## src/rtl/nvme_track_arbiter_pkg.sv

```systemverilog
// Shared NVMe definitions for the completion-tracker arbiter: action ID and
// tracker result widths, plus the arbiter FSM state encoding.
package nvme_track_arbiter_pkg;

  // Width of an action ID as carried on command and tracker interfaces.
  localparam int unsigned CMD_ACTION_ID_BITS = 8;

  // Width of the in-order completion state returned by the tracker.
  localparam int unsigned TRACK_INFO_BITS = 2;

  // Arbiter sequencing: pick a requester, pulse the tracker, wait for its result.
  typedef enum logic [1:0] {
    StIdle  = 2'd0,
    StIssue = 2'd1,
    StWait  = 2'd2
  } arb_state_e;

endpackage

```

## src/rtl/nvme_track_arbiter_rr_pick.sv

```systemverilog
// Combinational round-robin picker: returns the first requester at or after
// last_grant+1 (wrapping) whose valid bit is set.
module nvme_track_arbiter_rr_pick #(
  parameter int unsigned NUM_REQ  = 4,
  parameter int unsigned IDX_BITS = 2
) (
  input  logic [NUM_REQ-1:0]  req_valid,
  input  logic [IDX_BITS-1:0] last_grant,
  output logic [IDX_BITS-1:0] grant_idx,
  output logic                any
);

  // Walk the ring starting one past the previous winner; the first hit wins.
  always_comb begin
    int unsigned cand;
    grant_idx = '0;
    any       = 1'b0;
    cand      = 0;
    for (int unsigned off = 1; off <= NUM_REQ; off++) begin
      cand = (32'(last_grant) + off) % NUM_REQ;
      if (!any && req_valid[cand[IDX_BITS-1:0]]) begin
        any       = 1'b1;
        grant_idx = cand[IDX_BITS-1:0];
      end
    end
  end

endmodule

```

## src/rtl/nvme_track_arbiter.sv

```systemverilog
// Round-robin arbiter sharing the completion-tracker update port among
// NUM_REQ requesters. Exactly one update is in flight at a time; the update ID
// is held until the tracker strobes done and the result is routed back to the
// winner. Optional watchdog enabled by defining NVME_TRACK_ARB_TIMEOUT_EN.
module nvme_track_arbiter #(
  parameter int unsigned NUM_REQ         = 4,
  parameter int unsigned ID_BITS         = nvme_track_arbiter_pkg::CMD_ACTION_ID_BITS,
  parameter int unsigned TRACK_INFO_BITS = nvme_track_arbiter_pkg::TRACK_INFO_BITS,
  parameter int unsigned TIMEOUT_CYCLES  = 1024
) (
  input  logic                         axi_aclk,
  input  logic                         axi_aresetn,
  input  logic [NUM_REQ-1:0]           req_valid,
  input  logic [NUM_REQ*ID_BITS-1:0]   req_id,
  output logic [NUM_REQ-1:0]           req_ready,
  output logic [NUM_REQ-1:0]           rsp_valid,
  output logic [TRACK_INFO_BITS-1:0]   rsp_data,
  input  logic                         track_init,
  output logic                         track_update,
  output logic [ID_BITS-1:0]           track_update_id,
  input  logic                         track_update_done,
  input  logic [TRACK_INFO_BITS-1:0]   track_update_data,
  output logic                         arb_busy,
  output logic                         arb_timeout,
  input  logic                         arb_timeout_clear
);

  import nvme_track_arbiter_pkg::*;

  localparam int unsigned IDX_BITS = (NUM_REQ > 1) ? $clog2(NUM_REQ) : 1;

  arb_state_e          state_q;
  logic [IDX_BITS-1:0] grant_idx_q;
  logic [IDX_BITS-1:0] last_grant_q;
  logic [IDX_BITS-1:0] pick_idx;
  logic                pick_any;
  logic [NUM_REQ-1:0]  pick_onehot;
  logic [NUM_REQ-1:0]  grant_onehot;
  logic                timeout_hit;

  nvme_track_arbiter_rr_pick #(
    .NUM_REQ  (NUM_REQ),
    .IDX_BITS (IDX_BITS)
  ) u_rr_pick (
    .req_valid  (req_valid),
    .last_grant (last_grant_q),
    .grant_idx  (pick_idx),
    .any        (pick_any)
  );

  assign pick_onehot  = NUM_REQ'(1) << pick_idx;
  assign grant_onehot = NUM_REQ'(1) << grant_idx_q;

`ifdef NVME_TRACK_ARB_TIMEOUT_EN
  localparam int unsigned CNT_BITS = $clog2(TIMEOUT_CYCLES) + 1;

  logic [CNT_BITS-1:0] wait_cnt_q;

  // Done arriving on the final watchdog cycle still counts as a normal completion.
  assign timeout_hit = (state_q == StWait) && !track_update_done &&
                       (wait_cnt_q == CNT_BITS'(TIMEOUT_CYCLES - 1));

  // Count cycles spent in WAIT; restart while the update pulse is issued.
  always_ff @(posedge axi_aclk) begin
    if (!axi_aresetn) begin
      wait_cnt_q <= '0;
    end else if (state_q == StIssue) begin
      wait_cnt_q <= '0;
    end else if (state_q == StWait) begin
      wait_cnt_q <= wait_cnt_q + 1'b1;
    end
  end

  // Sticky watchdog flag; a new expiry beats a simultaneous clear.
  always_ff @(posedge axi_aclk) begin
    if (!axi_aresetn) begin
      arb_timeout <= 1'b0;
    end else if (timeout_hit) begin
      arb_timeout <= 1'b1;
    end else if (arb_timeout_clear) begin
      arb_timeout <= 1'b0;
    end
  end
`else
  logic unused_timeout;

  assign timeout_hit    = 1'b0;
  assign arb_timeout    = 1'b0;
  assign unused_timeout = arb_timeout_clear ^ (TIMEOUT_CYCLES == 0);
`endif

  // Arbitration FSM; every output is registered so the tracker sees clean pulses.
  always_ff @(posedge axi_aclk) begin
    if (!axi_aresetn) begin
      state_q         <= StIdle;
      grant_idx_q     <= '0;
      last_grant_q    <= IDX_BITS'(NUM_REQ - 1);
      req_ready       <= '0;
      rsp_valid       <= '0;
      rsp_data        <= '0;
      track_update    <= 1'b0;
      track_update_id <= '0;
      arb_busy        <= 1'b0;
    end else begin
      req_ready    <= '0;
      rsp_valid    <= '0;
      track_update <= 1'b0;
      unique case (state_q)
        StIdle: begin
          // track_init low only holds off new grants.
          if (track_init && pick_any) begin
            grant_idx_q     <= pick_idx;
            track_update_id <= req_id[pick_idx*ID_BITS +: ID_BITS];
            req_ready       <= pick_onehot;
            track_update    <= 1'b1;
            arb_busy        <= 1'b1;
            state_q         <= StIssue;
          end
        end
        StIssue: begin
          state_q <= StWait;
        end
        StWait: begin
          if (track_update_done || timeout_hit) begin
            rsp_valid    <= grant_onehot;
            rsp_data     <= track_update_done ? track_update_data : '0;
            last_grant_q <= grant_idx_q;
            arb_busy     <= 1'b0;
            state_q      <= StIdle;
          end
        end
        default: begin
          state_q  <= StIdle;
          arb_busy <= 1'b0;
        end
      endcase
    end
  end

endmodule
```

## config.mk

```make
export PLATFORM = sky130hd
export DESIGN_NAME = nvme_track_arbiter
export DESIGN_NICKNAME = d
export VERILOG_FILES = /design/src/rtl/nvme_track_arbiter_pkg.sv /design/src/rtl/nvme_track_arbiter_rr_pick.sv /design/src/rtl/nvme_track_arbiter.sv
export SDC_FILE = /design/constraint.sdc
export NUM_CORES = 1
export LEC_CHECK = 0
export BUFFER_PORTS_ARGS = -buffer_cell sky130_fd_sc_hd__buf_2
export CAP_MARGIN = 10
export CORE_MARGIN = 2
export CORE_UTILIZATION = 45
export CTS_BUF_LIST = sky130_fd_sc_hd__clkbuf_4
export DETAILED_ROUTE_END_ITERATION = 7
export PLACE_DENSITY = 0.79
export SLEW_MARGIN = 20
export SYNTH_ARGS = -nofsm -noshare
export SYNTH_HDL_FRONTEND = slang
export SYNTH_SLANG_ARGS = --single-unit
export TNS_END_PERCENT = 10
```

## constraint.sdc

```tcl
create_clock -name axi_aclk -period 2.1 [get_ports axi_aclk]
set_input_delay 0.42 -clock axi_aclk [delete_from_list [all_inputs] [get_ports axi_aclk]]
set_output_delay 0.42 -clock axi_aclk [all_outputs]
set_load 0.01 [all_outputs]
```

# Word-level counts from Yosys, hierarchy flattened
# Index checks and enable logic that the tools add are counted.
# op_classes
add_sub_neg	4
magnitude_cmp	4
eq_ne	4
n_shift	3
mux	23
n_bitwise	1
n_reduce_logical	15
# ops
cell	n
$shiftx A32 B6 Y8	1
$lt A2 B3 Y1 const B	4
$mux W2	6
$mux W1	11
$reduce_and A3 Y1	3
$bmux W1 S2	4
$reduce_and A2 Y1	4
$shl A1 B2 Y4 const A	2
$pmux W2 S3	1
$add A2 B1 Y2 const B	2
$add A2 B2 Y2 const B	2
$logic_and A1 B1 Y1	4
$ne A2 B2 Y1 const B	2
$logic_not A1 Y1	3
$pmux W1 S3	1
$eq A2 B1 Y1 const B	1
$eq A2 B2 Y1 const B	1
$logic_not A2 Y1	1
$not A1 Y1	1
# word_totals
register_bits	26
input_bits	43
out_inout_bits	21
wordCells	63

# Depth between registers and ports, before layout
# Gate-level depths: netlist of the first run.
# depth
word_depth	16
mapped_depth	7
depth_no_buf	5

# By module
# A second synthesis of the first run with hierarchy kept.
# unflattened
cells_unflattened	95
hier_area_um2	1152.4
# modules_own_cells
mod	n_inst	cells_per_inst	area_each_um2
nvme_track_arbiter	1	81	1061.0
nvme_track_arbiter_rr_pick	1	14	91.3

# Least setup slack after synthesis of the first run
# No wires, ideal clock.
# synth_timing
path_type	in2reg
start	input req_valid[2]
end	register track_update_id[0]
setup_ns	0.063
t_arrival_ns	1.502
setup_slack_ns	0.535
path_stages	6
n_path_buf	1
cell_sequence	or4_4 and3_4 nor2b_2 buf_4 a32oi_1 nand3_1
# synth_via
elab_chain_len	14
word_cells_on_any_way	25
# synth_lines
element	line	text
from (decl)	nvme_track_arbiter.sv:13	input logic [NUM_REQ-1:0] req_valid,
branches (longest 14 deep; another with $bmux W1 S2)	--	
to (signal assigned)	nvme_track_arbiter.sv:113	track_update_id <= req_id[pick_idx*ID_BITS +: ID_BITS];
to (decl)	nvme_track_arbiter.sv:20	output logic [ID_BITS-1:0] track_update_id,
# Parallel ways; which one is timed is not known. The select of a mux whose other input is x is not followed.
# A chain may end at the register's enable or synchronous reset.

# Final worst setup path of the first run
# layout_timing
start	register last_grant_q[1]
end	register track_update_id[7]
# layout_via
elab_chain_len	15
word_cells_on_any_way	29
# layout_lines
element	line	text
from (decl)	nvme_track_arbiter.sv:34	logic [IDX_BITS-1:0] last_grant_q;
from (signal assigned)	nvme_track_arbiter.sv:97	last_grant_q <= IDX_BITS'(NUM_REQ - 1);
from (signal assigned)	nvme_track_arbiter.sv:127	last_grant_q <= grant_idx_q;
branches (longest 15 deep; another with $add A2 B1 Y2)	--	
# Parallel ways; which one is timed is not known. The select of a mux whose other input is x is not followed.

==> metrics.md, run 1 <==
| Metric | Value |
|---|---|
| Outcome | `finished, final reports clean` |
| Setup TNS | `0 ns` |
| CP Launch Point | `last_grant_q[1]` |
| Largest family of logic cells by synthesized area | `simple AND/OR/NAND/NOR gates` |
| Mapped Cells | `139` |
| Detail Placement HPWL | `2590 um` |
| DRC Markers | `0` |
| Largest net degree at the start of global routing | `19` |
| XOR/XNOR share of the synthesized area | `0%` |
| Syn Nets | `~180` |
| Register area share after synthesis | `approximately two fifths` |
| Crit Path Class | `register to register` |
| Pwr dens | `roughly 660 nW/um2` |
| Overflow after GRT | `0` |
| Vias/cell | `around 5.7` |
| Worst path arrival time | `2.14 ns` |
| Core Area | `2730 um2` |
| Data required, critical path | `approximately 2.3 ns` |
| Standard-cell rows | `19` |
| Top cells by area, synth | `dfxtp_1 (40%), nand3_1 (10%), a211o_1 (5.4%), a32oi_1 (5.4%), mux2i_1 (3.9%)` |
| WL/cell | `14.8 um` |
| Root buf cell | `clkbuf_4` |
| Post-synth EDFFs | `0` |
| Final slew viol count | `0` |
| Post-route clock period utilization | `around 90%` |
| RSZ-0062 raised after global routing | `no` |
| GRT busiest layer | `met2` |
| DP Cell Count | `between 200 and 250` |
| Synth top area share | `40.4%` |
| Cell taking the most area after synthesis | `dfxtp_1` |
| VDD IR max | `463 uV` |
| Clock transition at path regs | `0.15 ns` |
| Final ANT Viol Nets | `0` |
| Vias in the first global route | `about 1,300` |
| # IOs | `64` |
| CTS tree | `done` |
| Met1 GRT Util | `26.3%` |
| Post-synthesis mux area share | `4.95%` |
| CP Capture Point | `track_update_id[7]` |
| Avg Cell Area, Syn | `9.27 um2` |
| Synthesis warning total | `0` |
| # resized after CTS | `0` |
| #FFs+latches synth | `26` |
| Adder-Cell Fraction of Synth Area | `0%` |
| Clock sink count | `26` |
| Design Power | `about 1.1 mW` |
| Ant. Diodes | `0` |
| Drt total wl | `3430 um` |
| Top FF cell, synth | `dfxtp_1` |
| Vias | `1,322` |
| Global-route wire length before repair | `5640 um` |
| F_max | `524 MHz` |
| Crit. End Element | `register` |
| Layout cell share with drive strength beyond 1 | `40.8%` |
| R2R cell count | `5` |
| Startpoint Class | `register` |
| Port Buffers | `61` |
| Synth Area in Compound Gates | `22.7%` |
| CTS Buf Count | `3` |
| Final setup fails | `0` |
| Layout filler cell count | `228` |
| Mapped cell area | `1290 um2` |
| Fin area | `between 1500 and 2000 um2` |
| Die width | `57.5 um` |
| Global Route met3 Usage | `2.27%` |
| Period minus WS final | `1.91 ns` |
| # Max-Cap Violations | `0` |
| Leak | `0.790 nW` |
| Worst r2r src | `last_grant_q[1]` |
| Area share of and/or/nand/nor cells after synthesis | `26.5%` |
| Clk Latency, worst-skew pair | `0.33 ns` |
| CTS H-tree depth | `1` |
| Layout Cells excl Fill | `about 230` |
| Maximum fanout along the worst path | `10` |
| End of the worst register-to-register path | `track_update_id[7]` |
| Nets | `245` |
| Hold Path Class | `input pin to register` |
| Clock tree buffer depth | `2` |
| GRT Overall Usage | `a little over a fifth` |
| Placed Instance Area | `about 1600 um2` |
| Die area | `about 3300 um2` |
| Util after Layout | `61.6%` |
| Async S/R FF share, synth | `0%` |
| Drt pass-1 iters | `4` |
| Initial Util | `a little under half` |
| R2r setup slk | `0.19 ns` |
| Hold Vio Cnt, Final | `0` |
| Layout Skew | `0.0139 ns` |
| GPL Wtd Cong | `~0.9` |
| Die H | `roughly 58 um` |
| Met2 Resource Use GR | `38.6%` |
| # hold bufs at CTS | `0` |
| Synth cell types | `36` |
| 1st-iter DRT viols | `63` |
| Most frequent cells after synthesis | `dfxtp_1 (26), nand3_1 (26), o21ai_0 (9)` |
| Layout area overhead | `30.7%` |
| Initial antenna violation count | `0` |
## registers in the layout (all words and copies together) (netlist names)
| name | flops |
|---|---|
| arb_busy | 1 |
| grant_idx_q | 2 |
| last_grant_q | 2 |
| req_ready | 4 |
| rsp_data | 2 |
| rsp_valid | 4 |
| state_q | 2 |
| track_update | 1 |
| track_update_id | 8 |
## how the worst min path moves through the flow
stage,endpoint,from,cells after the start,slack [ns]
after floorplan,rsp_valid[2],grant_idx_q[0],1,0.44
after global placement,arb_busy,arb_busy,2,0.44
after detailed placement,arb_busy,arb_busy,2,0.45
after CTS,track_update_id[4],req_id[20],3,0.31
after global routing,track_update_id[1],req_id[17],3,0.32
final,track_update_id[4],req_id[20],3,0.31
## per-stage QoR
stage / hold WS, ns / worst slack [ns]
final: 0.306 / 0.192
after floorplan: 0.437 / 0.535
after detailed placement: 0.453 / 0.0777
after global placement: 0.441 / 0.147
after global routing: 0.316 / 0.0245
after CTS: 0.309 / 0.211
## where the power goes
group	switching [mW]	internal, mW	total, mW	leakage (nW)
clock network	0.154	0.193	0.347	0.0279
registers	0.0208	0.523	0.544	0.212
logic	0.123	0.104	0.228	0.550
total	0.298	0.821	1.12	0.790
## repair_timing
action,4_1_cts,5_1_grt
setup buffers,0,1
setup endpoints to repair,0,4
hold endpoints to repair,0,0
## cell usage in the layout, fill, tap and decap left out, types with 2 or more instances in the layout
cell type / count
buf_2: 61
a211o_1: 8
dfxtp_1: 26
nand2_1: 7
o21ai_0: 9
a32oi_1: 8
nor2b_1: 4
and2_1: 2
clkbuf_4: 3
buf_4: 4
nor2_1: 6
nand2_2: 2
nor3_1: 5
nand3_1: 26
mux2i_1: 5
inv_1: 4
## critical path, stage by stage, from the launching register on
cell and delay (ns):
dfxtp_1 0.58, mux2i_2 0.37, a2bb2oi_4 0.30, nand2_2 0.20, a32oi_1 0.26, nand3_1 0.11
## area by class of cell
cell class,instances,area (um2),area share [%]
timing repair buffer,66,355,21.1
clock inverter,1,30.0,1.78
multi-input combinational,101,702,41.7
tap,31,38.8,2.30
inverter,4,15.0,0.892
clock buffer,3,22.5,1.34
sequential,26,520,30.9
## metal layers
| layer | vias up | part of all wire [%] |
|---|---|---|
| li1 | 640 | - |
| met1 | 620 | 41 |
| met2 | 48 | 51 |
| met3 | 14 | 5.7 |
| met4 | 0 | 2.8 |
| met5 | - | 0 |
## cells by family (layout without fill, tap and decap cells)
logic type             after synthesis  after routing
AOI/OAI and AO/OA                   34             34
buffers and inverters               12             74
DFF                                 26             26
muxes                                6              6
other                                1              1
and+or+nand+nor                     60             60
(Power assumes the default switching activity.)
==> inputs of run 2 (changes only) <==
- CAP_MARGIN: 10 -> default
- SETUP_SLACK_MARGIN: default -> 0.4
==> metrics.md, run 2 (synthesis results as in run 1) <==
| Metric | Value |
|---|---|
| WL/cell | `14.9 um (was 14.8 um)` |
| Clk Latency, worst-skew pair | `0.33 ns (about the same)` |
| Data required, critical path | `2.35 ns (was 2.33 ns)` |
| Clock sink count | `26 (unchanged)` |
| Setup TNS | `0 ns (unchanged)` |
| Layout Skew | `0.0151 ns (was 0.0139 ns)` |
| Most frequent cells in the layout | `buf_2 (61), nand3_1 (26), dfxtp_1 (25) (was buf_2 (61), nand3_1 (26), dfxtp_1 (26))` |
| Die H | `57.5 um (unchanged)` |
| Die area | `3310 um2 (unchanged)` |
| Layout filler cell count | `214 (was 228)` |
| Core Area | `2730 um2 (unchanged)` |
| Port Buffers | `61 (unchanged)` |
| Drt pass-1 iters | `4 (unchanged)` |
| Die width | `57.5 um (unchanged)` |
| Max reg flops | `8 (unchanged)` |
| DR WL met3 | `192 um (was 194 um)` |
| DRC Markers | `0 (unchanged)` |
| Leak | `0.815 nW (was 0.790 nW)` |
| Vias | `1,352 (was 1,322)` |
| Hold Path Class | `input pin to register (unchanged)` |
| Final setup fails | `0 (unchanged)` |
| Post-route clock period utilization | `77.8% (was 90.9%)` |
| Worst path max stage delay | `0.45 ns (was 0.58 ns)` |
| Maximum fanout along the worst path | `9 (was 10)` |
| Detail Placement HPWL | `2590 um (unchanged)` |
| Drt total wl | `3540 um (was 3430 um)` |
| Crit. End Element | `register (unchanged)` |
| Buffers & Inverters on Critical Path | `1 (was 0)` |
| Overflow after GRT | `0 (unchanged)` |
| Clock transition at path regs | `0.15 ns (about the same)` |
| Max stage delay cell, worst path | `dfxtp_4 (was dfxtp_1)` |
| GPL Wtd Cong | `0.881 (unchanged)` |
| Biggest regs | `track_update_id: 8 flops, req_ready: 4 flops, rsp_valid: 4 flops (unchanged)` |
| Standard-cell rows | `19 (unchanged)` |
| Layout area overhead | `34.6% (was 30.7%)` |
| Initial antenna violation count | `0 (unchanged)` |
| # Max-Cap Violations | `0 (unchanged)` |
| Final WS setup | `0.466 ns (was 0.192 ns)` |
| Global-route wire length before repair | `5640 um (unchanged)` |
| Crit Path Class | `register to register (unchanged)` |
| Root buf cell | `clkbuf_4 (unchanged)` |
| DR top layer | `met4 (unchanged)` |
| Design Power | `1.13 mW (was 1.12 mW)` |
| Commonest non-fill, non-tap cell in the layout | `buf_2 (unchanged)` |
| Delay-heaviest family, CP | `flip-flops (unchanged)` |
| CTS Buf Count | `3 (unchanged)` |
| Layout cell share with drive strength beyond 1 | `42.7% (was 40.8%)` |
| Slew at the pin closest to its max-slew limit | `0.496 ns` |
| VDD IR max | `502 uV (was 463 uV)` |
| Met2 Wirelength | `1880 um (was 1750 um)` |
| CTS tree | `done (unchanged)` |
| Area of the multi-input gates | `711 um2 (was 702 um2)` |
| Final ANT Viol Nets | `0 (unchanged)` |
| Vias/cell | `5.70 (about the same)` |
| F_max | `612 MHz (was 524 MHz)` |
| Ant. Diodes | `0 (unchanged)` |
| Outcome | `finished, final reports clean (unchanged)` |
| Pwr dens | `651 nW/um2 (was 664 nW/um2)` |
| Largest net degree at the start of global routing | `19 (unchanged)` |
| Period minus WS final | `1.63 ns (was 1.91 ns)` |
| Vias in the first global route | `1,308 (was 1,294)` |
| 1st-iter DRT viols | `64 (was 63)` |
| Crit-path cells | `mux2i_4 -> o2bb2ai_2 -> nor2_1 -> buf_4 -> nand2_1 -> o211a_1 (was mux2i_2 -> a2bb2oi_4 -> nand2_2 -> a32oi_1 -> nand3_1)` |
| GRT Overall Usage | `21.6% (about the same)` |
| Initial Util | `47.1% (unchanged)` |
| CTS H-tree depth | `1 (unchanged)` |
| Met1 Wirelength | `1390 um (about the same)` |
| Final slew viol count | `0 (unchanged)` |
| Clock tree buffer depth | `2 (unchanged)` |
| RSZ-0062 raised after global routing | `yes (was no)` |
| Reg with most FFs | `track_update_id (unchanged)` |
| Nets | `250 (was 245)` |
| Worst path arrival time | `1.88 ns (was 2.14 ns)` |
| Startpoint Class | `register (unchanged)` |
| Pre-CTS setup slack | `0.0777 ns (unchanged)` |
| Max-slew headroom at the worst pin | `66.8%` |
| Hold Vio Cnt, Final | `0 (unchanged)` |
| Register Area | `524 um2 (was 520 um2)` |
| # IOs | `64 (unchanged)` |
-- run 2: changes by cell type in the layout (fill, tap and decap cells not counted) --
cell	previous run	this run
buf_4	4	9
mux2i_2	1	0
dfxtp_4	0	1
mux2i_4	0	1
dfxtp_1	26	25
-- run 2: layout make-up --
type,instances,share of cell area (%)
tap,31,2.24
inverter,4,0.866
multi-input combinational,101,41.0
clock inverter,1,1.73
sequential,26,30.2
timing repair buffer,71,22.7
clock buffer,3,1.30
-- run 2: per-layer routing --
layer / global-route usage (%) / up-vias
met4: 8.31 / 0
met5: 0 / -
met3: 2.27 / 10
met1: 25.9 / 636
met2: 39.1 / 53
li1: - / 653
-- run 2: power by group --
group / switching [mW] / internal [mW]
Clock: 0.152 / 0.193
Combinational: 0.127 / 0.113
Sequential: 0.0212 / 0.522
Total: 0.301 / 0.829
-- run 2: path summary, 6_finish.rpt --
path	start	endpoint	slack (ns)	cells after the start
hold / removal	req_id[20]	track_update_id[4]	0.31	3
setup reg to reg	last_grant_q[1]	grant_idx_q[0]	0.47	6
hold reg to reg	arb_busy	arb_busy	0.47	2
setup / recovery	last_grant_q[1]	grant_idx_q[0]	0.47	6
-- run 2: what timing repair did --
item	CTS	global route
setup buffers	1	5
resized for setup	3	0
pin swaps	1	1
endpoints found under the setup margin	13	9
gates cloned	0	0
hold buffers	0	0
-- run 2: stage by stage --
stage                     hold slack [ns]  util (%)  std cells  area [um2]
after floorplan                     0.437         -        139        1290
after global placement              0.441      58.9        227        1610
after detailed placement            0.453      58.9        227        1610
after CTS                           0.309      62.1        232        1700
after global routing                0.315      63.4        237        1730
final                               0.309      63.4        237        1730
-- run 2: worst register-to-register path, delay by kind of cell, from the launching register on --
| kind | cells | cell delay (ns) |
|---|---|---|
| simple gates | 2 | 0.32 |
| compound gates | 2 | 0.29 |
| flops | 1 | 0.45 |
| buf+inv | 1 | 0.22 |
| mux | 1 | 0.30 |
